==> src/rtl/tick_gen.sv <==
// tick_gen: runtime-programmable tick generator (common timebase source).
// Counts enabled clk cycles and pulses tick every div+1 cycles, with
// periodic / one-shot modes, start/stop/clear control and a shadowed
// divisor that is only committed at period boundaries while running.
// Optional feature: define TICK_GEN_PHASE_EN to build the phase_out
// square-wave toggle flop; otherwise phase_out is tied low.
module tick_gen #(
  parameter int unsigned WIDTH       = 8,
  parameter int unsigned DEFAULT_DIV = 20
) (
  input  logic             clk,
  input  logic             nRST,
  input  logic             start,
  input  logic             stop,
  input  logic             clear,
  input  logic             oneshot,
  input  logic             div_load,
  input  logic [WIDTH-1:0] div_in,
  output logic             tick,
  output logic             busy,
  output logic             done,
  output logic [WIDTH-1:0] count,
  output logic             phase_out
);

  localparam logic [WIDTH-1:0] ResetDiv = WIDTH'(DEFAULT_DIV);

  typedef enum logic [1:0] {
    IDLE = 2'd0,
    RUN  = 2'd1,
    DONE = 2'd2
  } stateT;

  stateT            state;
  logic [WIDTH-1:0] countQ;
  logic [WIDTH-1:0] divActive;
  logic [WIDTH-1:0] divShadow;
  logic             loadPending;
  logic             oneshotMode;
  logic             tickNow;

  // Terminal count is decoded purely from registers, only while running.
  assign tickNow = (state == RUN) && (countQ == divActive);

  assign tick  = tickNow;
  assign busy  = (state == RUN);
  assign done  = (state == DONE);
  assign count = countQ;

  // Control FSM, counter and divisor/shadow bookkeeping.
  always_ff @(posedge clk or negedge nRST) begin
    if (!nRST) begin
      state       <= IDLE;
      countQ      <= '0;
      divActive   <= ResetDiv;
      divShadow   <= '0;
      loadPending <= 1'b0;
      oneshotMode <= 1'b0;
    end else begin
      case (state)
        IDLE: begin
          if (div_load) begin
            divActive <= div_in;
          end
          loadPending <= 1'b0;
          if (stop) begin
            state <= IDLE;
          end else if (clear) begin
            countQ <= '0;
          end else if (start) begin
            state       <= RUN;
            countQ      <= '0;
            oneshotMode <= oneshot;
          end
        end

        RUN: begin
          // Period boundary or leaving RUN commits the newest divisor value.
          if (stop || tickNow) begin
            if (div_load) begin
              divActive <= div_in;
            end else if (loadPending) begin
              divActive <= divShadow;
            end
            loadPending <= 1'b0;
          end else if (div_load) begin
            divShadow   <= div_in;
            loadPending <= 1'b1;
          end

          if (stop) begin
            state <= IDLE;
          end else if (clear) begin
            countQ <= '0;
          end else if (tickNow) begin
            countQ <= '0;
            if (oneshotMode) begin
              state <= DONE;
            end
          end else begin
            countQ <= countQ + WIDTH'(1);
          end
        end

        DONE: begin
          if (div_load) begin
            divActive <= div_in;
          end
          loadPending <= 1'b0;
          countQ      <= '0;
          if (stop || clear) begin
            state <= IDLE;
          end else if (start) begin
            state       <= RUN;
            oneshotMode <= oneshot;
          end
        end

        default: begin
          state       <= IDLE;
          countQ      <= '0;
          loadPending <= 1'b0;
        end
      endcase
    end
  end

`ifdef TICK_GEN_PHASE_EN
  logic phaseQ;

  // Square wave: toggles at each tick-cycle end; clear or stop-to-IDLE zeroes it.
  always_ff @(posedge clk or negedge nRST) begin
    if (!nRST) begin
      phaseQ <= 1'b0;
    end else if ((stop && (state != IDLE)) || clear) begin
      phaseQ <= 1'b0;
    end else if (tickNow) begin
      phaseQ <= ~phaseQ;
    end
  end

  assign phase_out = phaseQ;
`else
  assign phase_out = 1'b0;
`endif

endmodule

==> config.mk <==
export PLATFORM = sky130hd
export DESIGN_NAME = tick_gen
export DESIGN_NICKNAME = d
export VERILOG_FILES = /design/src/rtl/tick_gen.sv
export SDC_FILE = /design/constraint.sdc
export NUM_CORES = 1
export LEC_CHECK = 0
export ABC_CLOCK_PERIOD_IN_PS = 3200
export CORE_MARGIN = 2
export CORE_UTILIZATION = 40
export CTS_CLUSTER_SIZE = 12
export DETAILED_ROUTE_END_ITERATION = 10
export PLACE_DENSITY_LB_ADDON = 0.2
export SYNTH_ARGS = -nofsm -noshare
export SYNTH_HDL_FRONTEND = slang
export SYNTH_SLANG_ARGS = --single-unit
==> constraint.sdc <==
create_clock -name clk -period 3.2 [get_ports clk]
set_input_delay 0.64 -clock clk [delete_from_list [all_inputs] [get_ports clk]]
set_output_delay 0.64 -clock clk [all_outputs]
set_load 0.05 [all_outputs]
* After elaboration in Yosys (flattened, before gate mapping) *
Index checks and enable logic that the tools add are counted.

storage, ports and cells
  register bits = 28
  output and inout bits = 12

cells by class
  add/subtract/negate cells = 1
  equality and inequality tests = 16
  mux-type cells = 29
  bitwise operators = 1
  reduce and logical (&&, ||, !) cells = 12

operators with widths
  kind                 count
  $mux 8               10
  $pmux 8 s2           2
  $mux 2               8
  $ne 3x2->1 const B   4
  $reduce_and 4->1     3
  $ne 3x3->1 const B   3
  $add 8x1->8 const B  1
  $eq 8x8->1           1
  $ne 2x2->1 const B   4
  $mux 1               7
  $pmux 2 s3           1
  $reduce_and 3->1     2
  $ne 2x1->1 const B   2
  $reduce_bool 2->1    2
  $eq 2x1->1 const B   1
  $eq 2x2->1 const B   1
  $logic_not 2->1      1
  $logic_or 1x1->1     2
  $pmux 1 s2           1
  $reduce_or 2->1      1
  $logic_and 1x1->1    1
  $not 1->1            1

* Depth between registers and ports, before layout *
  depth after elaboration = 6
  gate-level depth with buffers = 7
  gate-level depth less buffers = 5

* Worst setup path before layout *
No wires, ideal clock.

  kind = reg2out
  from = reg countQ[0], in the netlist count[0]
  to = out tick
  arrival time = 2.012 ns
  required time = 2.560 ns
  setup slack = 0.548 ns
  stages on the path, launching flop included = 6
  buffers on the path = 1
  cell sequence = dfrtp_1 xnor2_1 nand4_1 or2_1 buf_6 nor2_1

on the way
  word-level cells in the longest chain between the ends = 2

ends and longest elaborated chain
  what                    line  source
  from (decl)             35    logic [WIDTH-1:0] countQ;
  from (signal assigned)  101   countQ <= countQ + WIDTH'(1);
  $eq 8x8->1              43    assign tickNow = (state == RUN) && (countQ == divActive);
  $logic_and 1x1->1       43
  to (decl)               19    output logic tick,

No other way between the ends.

* Worst setup path in the final report *
  from = reg divActive[2]
  to = out tick

on the way
  word-level cells in the longest chain between the ends = 2

ends and longest elaborated chain
  what                    line  source
  from (decl)             36    logic [WIDTH-1:0] divActive;
  from (signal assigned)  55    divActive <= ResetDiv;
  from (signal assigned)  63    divActive <= div_in;
  from (signal assigned)  81    divActive <= div_in;
  $eq 8x8->1              43
  $logic_and 1x1->1       43

No other way between the ends.

==> impl_metrics.env <==
export IMPL_status="finished, final reports clean"
export IMPL_p_per_area_nw_per_um2=462
export IMPL_grt_pass1_wl_um=4570
export IMPL_synthMuxAreaShare_pct=21.2
export IMPL_cts_tree="yes"
export IMPL_worst_path_max_delay_cell="dfstp_2"
export IMPL_min_from="divShadow[5]"
export IMPL_drive_gt1_share_pct=21.4
export IMPL_worst_setup_path_type="reg -> out"
export IMPL_antenna_found_initial=0
export IMPL_cts_max_level=1
export IMPL_cp_end_kind="primary output"
export IMPL_syn_inst=128
export IMPL_rsz0062_at_grt="no"
export IMPL_hold_path_end="divShadow[5]"
export IMPL_io_pins=27
export IMPL_clockRootBuffer="clkbuf_4"
export IMPL_worstSkewPairLatency_ns=0.33
export IMPL_min_period_ns=2.70
export IMPL_fin_setup_tns_ns=0
export IMPL_die_h_um=64.5
export IMPL_synth_top_family_by_area="multiplexers"
export IMPL_synth_simple_area_share_pct=13.4
export IMPL_startpoint_type="register"
export IMPL_power_mw=0.833
export IMPL_initial_utilization_pct=42.9
export IMPL_grt_max_degree=19
export IMPL_worst_r2r_path_depth=5
export IMPL_async_flop_share_pct=100
export IMPL_ys_seq_area_share_pct=48.0
export IMPL_port_buffers=25
export IMPL_hold_path_class="reg -> reg"
export IMPL_worst_ep_arrival_time_ns=2.06
export IMPL_ys_types=33
export IMPL_finalHoldViolCount=0
export IMPL_slew_headroom_pct=46.8
export IMPL_synth_compound_area_share_pct=7.59
export IMPL_via_per_inst=5.15
export IMPL_setup_ws_ns=0.502
export IMPL_reg2reg_from="divActive[2]"
export IMPL_clk_pin_slew_ns=0.14
export IMPL_synth_warnings=0
export IMPL_worst_pin_slew_ns=0.796
export IMPL_grt_pass1_vias=1010
export IMPL_fin_nets=171
export IMPL_die_x_um=64.5
export IMPL_syn_area_per_cell_um2=11.5
export IMPL_wirelength_um=2550
export IMPL_fp_row_count=21
export IMPL_whs_path_depth=1
export IMPL_drcViolationCount=0
export IMPL_overflow=0
export IMPL_final_max_slew_viol_count=0
export IMPL_cts_max_path_buffers=2
export IMPL_synth_xor_area_share_pct=5.38
export IMPL_cp_startpoint="divActive[2]"
export IMPL_seq_area_um2=703
export IMPL_synth_adder_area_share_pct=0.853
export IMPL_vias=1029
export IMPL_synth_edf_count=0
export IMPL_path_cells="xnor2_1 -> nand4_1 -> or2_1 -> nor2_1 -> dlymetal6s2s_1"
export IMPL_min_period_over_period_pct=84.3
export IMPL_dr_pass1_iters=4
export IMPL_ys_flop_type="dfrtp_1"
export IMPL_fillers=306
export IMPL_coreArea_um2=3420
export IMPL_dieArea_um2=4170
export IMPL_drt_iter0_drc=55
export IMPL_maxCapViolations=0
export IMPL_antennaDiodeCount=0
export IMPL_wire_per_inst_um=12.7
export IMPL_syn2layout_area_growth_pct=23.0
export IMPL_ctsHoldBuffers=0
export IMPL_fin_skew_ns=0.00148
export IMPL_grt_usage_pct=14.1
export IMPL_slowest_delay_ns=0.57
export IMPL_required_ns=2.56
export IMPL_finalSetupViolations=0
export IMPL_timing_rr_end="divActive[7]"
export IMPL_dp_slack_ns=0.480
export IMPL_dpl_hpwl_um=2010
export IMPL_place_gp_congestion=0.880
export IMPL_clock_sinks=28
export IMPL_clock_fmax_mhz=371
export IMPL_synth_seq_cells=28
export IMPL_ant_nets=0
export IMPL_p_leak_nw=0.771
export IMPL_cts_buffers=3
export IMPL_r2r_slack_ns=0.99
export IMPL_syn_area_um2=1470
export IMPL_multi_input_area_um2=714
export IMPL_vdd_drop_max_uv=299
export IMPL_cp_max_fo=10
export IMPL_synth_nets=144
## cell usage after synthesis, types with 2 or more instances
cell type / instances / area [µm²]
dfrtp_1: 26 / 651
mux2_2: 17 / 191
mux2_4: 8 / 120
nand4_1: 4 / 25.0
nor2b_1: 2 / 12.5
or3_1: 2 / 12.5
o21ai_0: 6 / 30.0
o311ai_0: 2 / 17.5
nand2_1: 10 / 37.5
xnor2_1: 9 / 78.8
dfstp_2: 2 / 52.6
buf_6: 2 / 22.5
nand2b_1: 2 / 12.5
a21oi_1: 3 / 15.0
nor3_1: 4 / 20.0
nand3_1: 4 / 20.0
inv_1: 4 / 15.0
nor2_1: 6 / 22.5
## critical path: cells and delay by family, from the launching register on
family                    cells  cell delay, ns
buffers and inverters         1            0.42
DFF                           1            0.57
xor gates and xnor gates      1            0.12
and+or+nand+nor               3            0.62
## state kept, by name, summed over array words and instances (netlist names)
| name | flops |
|---|---|
| count | 8 |
| divActive | 8 |
| divShadow | 8 |
| loadPending | 1 |
| oneshotMode | 1 |
| state | 2 |
## how the worst max path moves through the flow
stage | end | slack (ns) | cells after the start
2_1_floorplan | tick | 0.55 | 5
3_3_place_gp | tick | 0.51 | 5
3_5_place_dp | tick | 0.48 | 5
4_1_cts | tick | 0.09 | 5
5_1_grt | tick | 0.29 | 5
6_report | tick | 0.50 | 5
## layout make-up
cell class | count | share of cell area, %
multi-input cells | 92 | 39.6
flip-flops and latches | 28 | 39.0
repair buffers | 26 | 14.4
well taps | 46 | 3.19
clock inverters | 1 | 1.67
clock buffers | 3 | 1.25
inverters | 4 | 0.833
## per-stage QoR
stage | instance area [µm²] | cells | hold WS [ns] | util [%]
after detailed placement | 1750 | 196 | 0.490 | 51.2
after global placement | 1750 | 196 | 0.483 | 51.2
final | 1800 | 200 | 0.518 | 52.8
after global routing | 1800 | 200 | 0.542 | 52.8
after floorplan | 1470 | 128 | 0.344 | -
after CTS | 1800 | 200 | 0.524 | 52.7
## placed cells by master, fill, tap and decap left out, drive strengths merged, types with 3 or more instances in the layout
cell type,Yosys,routed
nand2,10,10
nor2,6,6
nor3,4,4
mux2,25,25
nand3,4,4
inv,4,4
clkbuf,0,3
xnor2,9,9
nand4,4,4
dfrtp,26,26
clkdlybuf4s50,0,24
a21oi,3,3
o21ai,6,6
## routing by layer
metal / vias up / GRT usage (%) / wire [µm]
met3: 4 / 4.51 / 131
met5: - / 0 / 0
met4: 0 / 2.93 / 19
met2: 20 / 23.3 / 1220
met1: 495 / 18.3 / 1180
li1: 510 / - / -
## power by group
| group | switching (mW) | total (mW) | leakage, nW | internal (mW) |
|---|---|---|---|---|
| Combinational | 0.0649 | 0.163 | 0.390 | 0.0983 |
| Sequential | 0.0327 | 0.444 | 0.353 | 0.411 |
| Clock | 0.0994 | 0.226 | 0.0279 | 0.127 |
## timing repair
action / 4_1_cts / 5_1_grt
endpoints found under the setup margin: 0 / 1
buffers inserted: 0 / 0
gates resized for setup: 0 / 1
endpoints found under the hold margin: 0 / 0
## cells by family (layout without fill, tap and decap cells)
family | after synthesis | count (layout)
AO/OA/AOI/OAI | 17 | 17
XOR/XNOR | 9 | 9
adder cells (fa/ha/maj) | 1 | 1
buffers and inverters | 8 | 34
flip-flops | 28 | 28
multiplexers | 25 | 25
other | 1 | 1
AND/OR/NAND/NOR | 39 | 39
Note: power is estimated with default switching activity, not from simulation.
